===== src/rtl/vend_pkg.sv =====
// Shared constants for the cola vending controller: FSM encoding, coin values, credit width.
package vend_pkg;

  localparam logic [1:0] IDLE     = 2'd0;
  localparam logic [1:0] COLLECT  = 2'd1;
  localparam logic [1:0] DISPENSE = 2'd2;
  localparam logic [1:0] CHANGE   = 2'd3;

  localparam int COIN_HALF = 1;
  localparam int COIN_ONE  = 2;
  localparam int CREDIT_W  = 4;

  // Both coin pulses in one cycle are worth the sum of the two.
  function automatic logic [CREDIT_W-1:0] coin_value(input logic half, input logic one);
    logic [CREDIT_W-1:0] v;
    v = '0;
    if (half) v = v + CREDIT_W'(COIN_HALF);
    if (one)  v = v + CREDIT_W'(COIN_ONE);
    return v;
  endfunction

endpackage


===== src/rtl/vend_pulse_pacer.sv =====
// Pulse pacer: one pulse on the first enabled cycle, then one every GAP cycles until restarted.
module vend_pulse_pacer #(
  parameter int GAP = 4
) (
  input  logic clk_i,
  input  logic rst_i,
  input  logic en_i,
  input  logic restart_i,
  output logic pulse_o
);

  localparam int CW = $clog2(GAP);

  logic [CW-1:0] cnt_q, cnt_d;

  always_comb begin
    cnt_d = cnt_q;
    if (restart_i)
      cnt_d = '0;
    else if (en_i)
      cnt_d = (cnt_q == '0) ? CW'(GAP - 1) : cnt_q - 1'b1;
  end

  always_ff @(posedge clk_i or posedge rst_i) begin
    if (rst_i) cnt_q <= '0;
    else       cnt_q <= cnt_d;
  end

  assign pulse_o = en_i && !restart_i && (cnt_q == '0);

endmodule


===== src/rtl/vend_ctrl.sv =====
// Cola vending transaction controller: credit accumulation, dispense handshake,
// paced change/refund return and rejection of coins while busy.
module vend_ctrl
  import vend_pkg::*;
#(
  parameter int PRICE_UNITS = 5,
  parameter int TIMEOUT_CYC = 1000,
  parameter int CHANGE_GAP  = 4
) (
  input  logic                sys_clk,
  input  logic                sys_rst,
  input  logic                pi_money_half,
  input  logic                pi_money_one,
  input  logic                pi_cancel,
  input  logic                pi_cola_ack,
  output logic                po_cola_req,
  output logic                po_change,
  output logic                po_reject,
  output logic                po_busy,
  output logic [CREDIT_W-1:0] po_credit
);

  localparam int                  TW       = $clog2(TIMEOUT_CYC);
  localparam logic [TW-1:0]       TMO_LAST = TW'(TIMEOUT_CYC - 1);
  localparam logic [CREDIT_W-1:0] PRICE_C  = CREDIT_W'(PRICE_UNITS);

  logic [1:0]          state_q, state_d;
  logic [CREDIT_W-1:0] credit_q, credit_d;
  logic [TW-1:0]       tmo_q, tmo_d;
  logic                reject_q, reject_d;

  logic                coin_any;
  logic [CREDIT_W-1:0] coin_sum;
  logic                in_change;
  logic                change_pulse;

  assign coin_any  = pi_money_half | pi_money_one;
  assign coin_sum  = credit_q + coin_value(pi_money_half, pi_money_one);
  assign in_change = (state_q == CHANGE);

  vend_pulse_pacer #(.GAP(CHANGE_GAP)) u_pacer (
    .clk_i     (sys_clk),
    .rst_i     (sys_rst),
    .en_i      (in_change),
    .restart_i (!in_change),
    .pulse_o   (change_pulse)
  );

  always_comb begin
    state_d  = state_q;
    credit_d = credit_q;
    tmo_d    = tmo_q;
    reject_d = 1'b0;
    case (state_q)
      IDLE: begin
        tmo_d = '0;
        if (coin_any) begin
          if (coin_sum >= PRICE_C) begin
            state_d  = DISPENSE;
            credit_d = coin_sum - PRICE_C;
          end else begin
            state_d  = COLLECT;
            credit_d = coin_sum;
          end
        end
      end
      COLLECT: begin
        // A completing coin wins over a same-cycle cancel.
        if (coin_any && coin_sum >= PRICE_C) begin
          state_d  = DISPENSE;
          credit_d = coin_sum - PRICE_C;
          tmo_d    = '0;
        end else if (pi_cancel) begin
          state_d  = CHANGE;
          credit_d = coin_sum;
          tmo_d    = '0;
        end else if (coin_any) begin
          credit_d = coin_sum;
          tmo_d    = '0;
        end else if (tmo_q == TMO_LAST) begin
          state_d = CHANGE;
          tmo_d   = '0;
        end else begin
          tmo_d = tmo_q + 1'b1;
        end
      end
      DISPENSE: begin
        reject_d = coin_any;
        if (pi_cola_ack)
          state_d = (credit_q != '0) ? CHANGE : IDLE;
      end
      CHANGE: begin
        reject_d = coin_any;
        if (change_pulse) begin
          credit_d = credit_q - 1'b1;
          if (credit_q == CREDIT_W'(1))
            state_d = IDLE;
        end
      end
      default: state_d = IDLE;
    endcase
  end

  always_ff @(posedge sys_clk or posedge sys_rst) begin
    if (sys_rst) begin
      state_q  <= IDLE;
      credit_q <= '0;
      tmo_q    <= '0;
      reject_q <= 1'b0;
    end else begin
      state_q  <= state_d;
      credit_q <= credit_d;
      tmo_q    <= tmo_d;
      reject_q <= reject_d;
    end
  end

  assign po_cola_req = (state_q == DISPENSE);
  assign po_busy     = (state_q == DISPENSE) || (state_q == CHANGE);
  assign po_change   = change_pulse;
  assign po_reject   = reject_q;
  assign po_credit   = credit_q;

endmodule


===== config.mk =====
export PLATFORM = sky130hd
export DESIGN_NAME = vend_ctrl
export DESIGN_NICKNAME = d
export VERILOG_FILES = /design/src/rtl/vend_pkg.sv /design/src/rtl/vend_pulse_pacer.sv /design/src/rtl/vend_ctrl.sv
export SDC_FILE = /design/constraint.sdc
export NUM_CORES = 1
export LEC_CHECK = 0
export CAP_MARGIN = 20
export CORE_MARGIN = 2
export CORE_UTILIZATION = 62
export DETAILED_ROUTE_END_ITERATION = 6
export DONT_BUFFER_PORTS = 1
export MAX_ROUTING_LAYER = met4
export PLACE_DENSITY = 0.76
export SLEW_MARGIN = 10
export SYNTH_ARGS = -nofsm -noshare
export SYNTH_HDL_FRONTEND = slang
export SYNTH_SLANG_ARGS = --single-unit
export TNS_END_PERCENT = 30

===== constraint.sdc =====
create_clock -name sys_clk -period 2.9 [get_ports sys_clk]
set_input_delay 0.29 -clock sys_clk [delete_from_list [all_inputs] [get_ports sys_clk]]
set_output_delay 0.29 -clock sys_clk [all_outputs]
set_load 0.05 [all_outputs]

==> metrics <==
pwr dens=1140 nW/um2; fin area=1520 um2; R2R setup slack=about 0.14 ns; Yosys top cell area share=about a third; Setup TNS Final=0 ns; Final Non-Filler Cells=200; average size of a mapped cell=~8.5 um2; Residual DRC=0; mux share of post-synthesis cell area=under 10%; status=complete, but fails checks; DRT iter0 DRCs=60; crit path cell chain=ha_1 > inv_1 > fa_1 > ha_1 > nand2b_1 > a222oi_1 > buf_4 > nor3_1 > a311o_1 > a2bb2oi_1; CP peak stage delay=0.47 ns; post-CTS resize count=0; number of nets in the layout=around 190; Vias/cell=around 6.4; combinational family with the most area after synthesis=compound AO/OA/AOI/OAI gates; Die Y=between 50 and 60 um; register area share after synthesis=between 30% and 40%; syn nets=about 190; dpl hpwl=2460 um; CTS HTree Levels=1; GP Congestion=slightly above 0.9; synth warn=0; leak pwr=about 0.00066 uW; worst hold path class=primary input to asynchronous set/reset pin; Critical Path Sink Type=flip-flop; clock sink count=19; Synth Area in XOR/XNOR=approximately 3%; vias in the first global route=1,213; ys flop type=dfrtp_1; clk_skew=0.00807 ns; Critical Path AT=just under 3 ns; Crit Path Max Fanout=10; required time worst endpoint=~3.1 ns; row count=17; top cells by area, synth=dfrtp_1 (33%), ha_1 (7.9%), o21ai_0 (4.9%), nand2_1 (4.2%), inv_1 (3.9%); detailed-route via count=1,271; antenna violations before repair=0; GRT Overall Usage=between 20% and 30%; die area=roughly 2700 um2; num ports=14; Peak supply drop=between 500 and 600 uV; Post-Route WL=3240 um; Clock Tree Root=clkbuf_4; Initial Util=65.4%; Crit Path Category=flip-flop to flip-flop; RSZ-0062 raised after global routing=no; Horiz. Die Dim=between 50 and 60 um; Setup Buffers After CTS=0; Cells after Synth=169; CTS Buf Count=3; post-synthesis cell type count=50; Final Max Slew Viols=0; Compound-Gate Fraction of Synth Area=approximately 24%; final setup violation count=0; Hold WS=-0.0177 ns; largest net degree at the start of global routing=20; dominant cell type by area after synthesis=dfrtp_1; EDFF count, synth=0; final period utilization=between 90% and 100%; Final Power=between 1500 and 2000 uW; CTS tree=built; Inst Count DP=between 150 and 200; Syn Std Cell Area=1430 um2; Core ar.=approximately 2200 um2; first-pass GRT wire length=between 5000 and 6000 um; synthesized-area fraction occupied by adder cells=under 10%; clk slew on worst S/H paths=around 0.11 ns; port bufs=0; Tmin final=between 2 and 3 ns; Crit-path slowest cell=fa_1; final hold vios=19; clock buffer depth=2; total gr overflow=0; cts hold-fix bufs=0; failing checks=negative hold slack; Post-Synth Simple-Gate Area=between 20% and 30%; clk_lat worst skew=~0.30 ns; Yosys reg bits=19; DRT Pass-1 Iters=4; f_max=between 0.3 and 0.4 GHz; WL per Instance=about 16 um; DRT antenna net count=0; post-place instance area=approximately 1500 um2; worst-margin pin slew=0.735 ns; Max Cap Viol=0; Filler cells=about 190; Syn-to-layout area delta=5.67%; Worst Setup Start Kind=flip-flop; Crit path top cell by count=ha_1; ant diodes=0; Rel. slew slack=between 50% and 60%; layout cells sized above 1=12.8%; Synth async-reset ratio=100%
[flip-flops by register name, indices dropped and copies added (netlist names)]
signal         cells
tmo_q             10
state_q            2
po_credit          4
po_reject          1
u_pacer.cnt_q      2
[critical path: cells and delay by family, from the launching register on]
family	cells	cell delay, ns
AO/OA/AOI/OAI	3	0.80
adder cells (fa/ha/maj)	3	0.91
buffers and inverters	2	0.31
flip-flops	1	0.42
AND/OR/NAND/NOR	2	0.22
[metal layers]
layer / track usage (%) / vias to the layer above / share of wire [%]
li1: - / 615 / -
met1: 35.5 / 621 / 45
met2: 48.3 / 33 / 51
met3: 2.30 / 2 / 3.4
met4: 13.2 / 0 / 0.52
met5: - / - / 0
[synthesized netlist by cell type (3+ instances only)]
library cell   n
nand2_1       16
nor3_1         5
dfrtp_1       19
inv_1         15
buf_2          3
o31ai_1        4
a31o_2         3
o21ai_0       14
a2bb2oi_1      3
nor2b_1        4
or3_1          4
clkbuf_1       5
a21oi_1       10
nand3_1        3
xnor2_1        3
ha_1           9
nor2_1         9
[per-stage QoR]
step,util [%],setup WS (ns)
2_1_floorplan,-,0.0456
3_3_place_gp,68.0,0.301
3_5_place_dp,68.0,0.176
4_1_cts,69.2,0.150
5_1_grt,69.2,0.00589
6_report,69.2,0.137
[placed cells by master (no fill, tap or decap), types with 2 or more instances in the layout]
| master | instances |
|---|---|
| inv_1 | 15 |
| nor2_1 | 9 |
| buf_4 | 7 |
| nor2b_1 | 4 |
| nand2b_1 | 2 |
| nand2_1 | 16 |
| a31o_2 | 3 |
| o21ai_1 | 2 |
| nor3_1 | 5 |
| a2bb2oi_1 | 3 |
| a21oi_1 | 10 |
| xnor2_1 | 3 |
| ha_1 | 9 |
| mux2i_1 | 2 |
| clkbuf_4 | 3 |
| o31ai_1 | 4 |
| or2_2 | 2 |
| or3_1 | 4 |
| dfrtp_1 | 18 |
| and2_1 | 2 |
| a31oi_1 | 2 |
| nand3_1 | 3 |
| a21o_1 | 2 |
| o21ai_0 | 14 |
[area by class of cell]
cell class / instances / area, um2 / area share [%]
clock buffers: 4 / 26.3 / 1.73
inverters: 15 / 56.3 / 3.72
flip-flops and latches: 19 / 477 / 31.5
multi-input cells: 127 / 868 / 57.3
repair buffers: 7 / 52.6 / 3.47
well taps: 28 / 35.0 / 2.31
[worst paths after layout]
path / depth (start not counted) / to / start
max: 10 / po_credit[1] / po_credit[0]
min: 1 / u_pacer.cnt_q[1] / sys_rst
max reg2reg: 10 / po_credit[1] / po_credit[0]
min reg2reg: 1 / u_pacer.cnt_q[0] / u_pacer.cnt_q[0]
max in group asynchronous: 1 / po_credit[0] / sys_rst
min in group sys_clk: 2 / po_reject / pi_money_half
[kinds of logic after synthesis]
logic type	count (synthesis)
fa+ha+maj	10
mux	3
buf+inv	23
compound gates	52
simple gates	58
xor+xnor	4
flops	19
[report_power, final]
part / switching [uW] / internal, uW
sequential: 148 / 328
clock: 83.6 / 53.6
combinational: 680 / 440
total: 912 / 822
No activity file was read; power rests on OpenSTA's default activity.
